<file path="src/rtl/y86_elastic_pipe_reg.sv">
// Elastic two-entry pipeline-stage register (main + skid) for the Y86 pipeline.
// Presents BUBBLE_VALUE downstream whenever it holds nothing; flush discards all held entries.
module y86_elastic_pipe_reg #(
    parameter int unsigned      WIDTH        = 212,
    parameter logic [WIDTH-1:0] BUBBLE_VALUE = {WIDTH{1'b0}}
) (
    input  logic             clk_i,
    input  logic             rst_i,
    input  logic             flush_i,
    input  logic             in_valid_i,
    input  logic [WIDTH-1:0] in_data_i,
    output logic             in_ready_o,
    output logic             out_valid_o,
    output logic [WIDTH-1:0] out_data_o,
    input  logic             out_ready_i,
    output logic [1:0]       occupancy_o
);

    typedef enum logic [1:0] {
        ST_EMPTY = 2'd0,
        ST_ONE   = 2'd1,
        ST_TWO   = 2'd2
    } state_e;

    state_e           state_q, state_d;
    logic [WIDTH-1:0] main_q, main_d;
    logic [WIDTH-1:0] skid_q, skid_d;
    logic             in_ready_s;
    logic             out_valid_s;
    logic             accept_s;
    logic             emit_s;

    // Handshake flags are decoded from the state flops only, so out_ready_i never reaches in_ready_o.
    assign in_ready_s  = (state_q == ST_EMPTY) || (state_q == ST_ONE);
    assign out_valid_s = (state_q == ST_ONE) || (state_q == ST_TWO);
    assign accept_s    = in_valid_i & in_ready_s;
    assign emit_s      = out_valid_s & out_ready_i;

    assign in_ready_o  = in_ready_s;
    assign out_valid_o = out_valid_s;
    assign occupancy_o = state_q;
    // main_q is forced to BUBBLE_VALUE whenever the block drains, so it can drive the output directly.
    assign out_data_o  = main_q;

    // Next-state and payload steering; flush overrides every other transition.
    always_comb begin
        state_d = state_q;
        main_d  = main_q;
        skid_d  = skid_q;
        if (flush_i) begin
            state_d = ST_EMPTY;
            main_d  = BUBBLE_VALUE;
            skid_d  = BUBBLE_VALUE;
        end else begin
            case (state_q)
                ST_EMPTY: begin
                    if (accept_s) begin
                        state_d = ST_ONE;
                        main_d  = in_data_i;
                    end else begin
                        state_d = ST_EMPTY;
                    end
                end
                ST_ONE: begin
                    if (accept_s && emit_s) begin
                        state_d = ST_ONE;
                        main_d  = in_data_i;
                    end else if (accept_s) begin
                        state_d = ST_TWO;
                        skid_d  = in_data_i;
                    end else if (emit_s) begin
                        state_d = ST_EMPTY;
                        main_d  = BUBBLE_VALUE;
                    end else begin
                        state_d = ST_ONE;
                    end
                end
                ST_TWO: begin
                    if (emit_s) begin
                        state_d = ST_ONE;
                        main_d  = skid_q;
                        skid_d  = BUBBLE_VALUE;
                    end else begin
                        state_d = ST_TWO;
                    end
                end
                default: begin
                    state_d = ST_EMPTY;
                    main_d  = BUBBLE_VALUE;
                    skid_d  = BUBBLE_VALUE;
                end
            endcase
        end
    end

    // State and payload registers with asynchronous reset to the bubble.
    always_ff @(posedge clk_i or posedge rst_i) begin
        if (rst_i) begin
            state_q <= ST_EMPTY;
            main_q  <= BUBBLE_VALUE;
            skid_q  <= BUBBLE_VALUE;
        end else begin
            state_q <= state_d;
            main_q  <= main_d;
            skid_q  <= skid_d;
        end
    end

endmodule
</file>
<file path="config.mk">
export PLATFORM = sky130hd
export DESIGN_NAME = y86_elastic_pipe_reg
export DESIGN_NICKNAME = d
export VERILOG_FILES = /design/src/rtl/y86_elastic_pipe_reg.sv
export SDC_FILE = /design/constraint.sdc
export NUM_CORES = 1
export LEC_CHECK = 0
export BUFFER_PORTS_ARGS = -buffer_cell sky130_fd_sc_hd__buf_2
export CORE_AREA = 2 2 208 210
export CTS_CLUSTER_DIAMETER = 40
export DETAILED_ROUTE_END_ITERATION = 10
export DIE_AREA = 0 0 210 212
export GPL_TIMING_DRIVEN = 0
export MAX_ROUTING_LAYER = met4
export PLACE_DENSITY_LB_ADDON = 0.1
export SLEW_MARGIN = 15
export SYNTH_ARGS = -nofsm -noshare
export SYNTH_HDL_FRONTEND = slang
export SYNTH_SLANG_ARGS = --single-unit
</file>
<file path="constraint.sdc">
create_clock -name clk_i -period 15.1 [get_ports clk_i]
set_clock_uncertainty 0.2 [all_clocks]
set_input_delay 0 -clock clk_i [delete_from_list [all_inputs] [get_ports clk_i]]
set_output_delay 0 -clock clk_i [all_outputs]
set_load 0.005 [all_outputs]
</file>
==> flow_summary.toml <==
[run_status]
status = "finished, final reports clean"

[route]
drtAntennaViolNets = 0
drt-vias-per-instance = 5.40
num_vias = 16600
wirelength_mm = 59.6
drtPass1Iterations = 5
wl_per_cell_um = 19.4
dr.first_iter.drc_count = 1127
drc = 0

[worst_setup_path]
cp-start-kind = "register"
slowest_delay_ns = 0.61
cp_slowest_cell = "dlygate4sd3_1"
cp-startpoint = "occupancy_o[1]$_DFF_PP0_"
reg2regPathDepth = 13
worstPathArrival_ns = 4.46
path_cells = "inv_1 > ha_1 > buf_2 > o21ai_2 > inv_1 > ha_1 > a21o_1 > a221oi_2 > buf_2 > nand3_1 > dlygate4sd3_1 > a21oi_1 > dlygate4sd3_1"
crit_buf_inv = 6
path_delay_family = "buffers and inverters"
rrSetupSlack_ns = 10.95
worstSetupEndpointType = "register"
crit_required_ns = 15.40
path_class = "register to register"
crit_end = "skid_q[158]$_DFFE_PP0P_"
reg2reg_to = "skid_q[158]$_DFFE_PP0P_"
path_max_fanout = 10
worstReg2RegStart = "occupancy_o[1]$_DFF_PP0_"
crit_cells = 13

[sta]
worstMarginPinSlew_ns = 0.911
setup_viol = 0
finalHoldViolations = 0
slew_violations = 0
min_period_over_period = 0.275
slew_headroom = 0.393
rsz0062_at_grt = "false"
finalCriticalPeriod_ns = 4.15
fmax_ghz = 0.241

[power_and_ir_drop]
cellPowerDensity_mw_per_mm2 = 131
p_leak_uw = 0.0129
intPower_uw = 2610
pwr-share-seq = 0.359
power_switching_uw = 952
peakVddDrop_mv = 0.105
clockPowerShare = 0.475
combPwrFrac = 0.167
p_sw_frac = 0.267
power_uw = 3570

[layout]
area_growth_pct = 44.0
drive_gt1_frac = 0.349
design_area_mm2 = 0.0272
nNetsFinal = 2697
mostFrequentLayoutCells = "buf_2, dfrtp_1, dlygate4sd3_1"
final_common_cell = "buf_2"

[die]
die_x_um = 210
die_h_um = 212
core_area_mm2 = 0.0425
die-area_mm2 = 0.0445
rows = 76
initial_core_util = 0.444
ios = 433

[logic_synthesis]
synth_area_per_cell_um2 = 11.2
synth.area.top_cells = "dfrtp_1, mux2_2, a22o_1"
ys_seq_elements = 426
syn_inst = 1684
ys_types = 25
syn_nets = 1908
netlist.area_leader.share = 0.565
ys_warn_count = 0
yosysTopAreaCell = "dfrtp_1"
ys_seq_area_frac = 0.565
synth_area_mm2 = 0.0189

[global_route]
grt_pass1_vias = 16900
antenna_found_initial = 3
grt_max_degree = 108
grt_overflow_total = 0
grt_pass1_wl_mm = 93.5
grt_usage = 0.274

[place]
hpwlAfterDp_mm = 38.9
gp_congestion = 0.819
portBuffers = 431
place_area_mm2 = 0.0218

[job]
drv_cap = 0

[clock_tree]
clock-sinks = 426
htreeDepth = 3
cts_tree = "built"
cts_resized = 0
cts_root_buffer = "clkbuf_16"
post_cts.repair.setup_buffers = 0
cts_made_buffers = 71
cts_hold_buf = 281
path_clk_slew_ns = 0.05
clk_latency_ns = 0.58
clk_path_buf_depth = 3

[worst_hold_path]
holdCritStartpoint = "in_data_i[189]"
hold_path.class = "input port to register"
==> sequential cells by signal, indices dropped and copies added, names as in the netlist <==
name,count
occupancy_o,2
skid_q,212
out_data_o,212
==> stage by stage <==
step / instances / setup WS (ns) / TNS (ns) / hold slack [ns] / util
6_report: 3079 / 10.95 / 0 / 0.0412 / 0.640
3_5_place_dp: 2665 / 11.70 / 0 / -0.217 / 0.514
3_3_place_gp: 2661 / -1.99 / -825.19 / 0.0657 / 0.511
2_1_floorplan: 1684 / 3.04 / 0 / -0.0534 / -
5_1_grt: 3079 / 10.80 / 0 / 0.0421 / 0.640
4_1_cts: 3076 / 11.02 / 0 / 0.00699 / 0.639
==> synth_stat cells, drive strengths merged <==
master,n
ha,7
nand2b,1
nor2b,2
a21oi,216
nand2,214
a22o,212
mux2,212
nor2,3
dfrtp,426
or2,2
nand3,212
clkbuf,56
o21ai,2
buf,109
a21o,1
a222oi,1
a221oi,1
inv,6
a221o,1
==> worst reg2reg max path: cells and delay by family (launching register included) <==
kind                       cells  cell delay, ns
AOI/OAI and AO/OA              4            1.07
adders and majority gates      2            0.40
buffers and inverters          6            1.90
DFF                            1            0.40
and+or+nand+nor                1            0.11
==> cells by family (layout without fill, tap and decap cells) <==
group           after synthesis  count (layout)  share of synthesized area
compound gates              434             434                      0.159
simple gates                434             434                      0.102
flops                       426             426                      0.565
mux                         212             212                      0.126
buf+inv                     171            1017                     0.0436
fa+ha+maj                     7               7                    0.00464
other cells                   0               3                          0
==> layer usage <==
layer	track usage	up-vias	part of all wire
met5	-	-	0
met4	0.112	0	0.039
li1	-	7677	-
met2	0.425	583	0.47
met3	0.0669	139	0.068
met1	0.347	8235	0.42
==> power groups by stage <==
| stage | Combinational [uW] | Sequential [uW] | Clock, uW |
|---|---|---|---|
| after floorplan | 302 | 1300 | 0 |
| final | 594 | 1280 | 1690 |
| after global routing | 646 | 1290 | 1770 |
| after detailed placement | 537 | 1300 | 0 |
| after CTS | 594 | 1280 | 1720 |
| after global placement | 529 | 1290 | 0 |
==> layout make-up <==
cell class | instances | area (um2)
buffer | 165 | 801
timing repair buffer | 716 | 5080
antenna | 3 | 7.51
multi-input combinational | 1087 | 7390
fill | 3410 | 15300
inverter | 6 | 30.0
clock inverter | 36 | 458
clock buffer | 94 | 2070
sequential | 426 | 10700
tap | 546 | 683
==> worst min-delay path by stage <==
stage	end	slack (ns)	cells after the start
global route	skid_q[189]$_DFFE_PP0P_	0.04	4
detailed placement	out_data_o[90]$_DFFE_PP0P_	-0.22	2
floorplan	skid_q[210]$_DFFE_PP0P_	-0.05	2
CTS	skid_q[185]$_DFFE_PP0P_	0.007	4
global placement	skid_q[210]$_DFFE_PP0P_	0.07	3
finish	skid_q[189]$_DFFE_PP0P_	0.04	4
(Power assumes the default switching activity.)
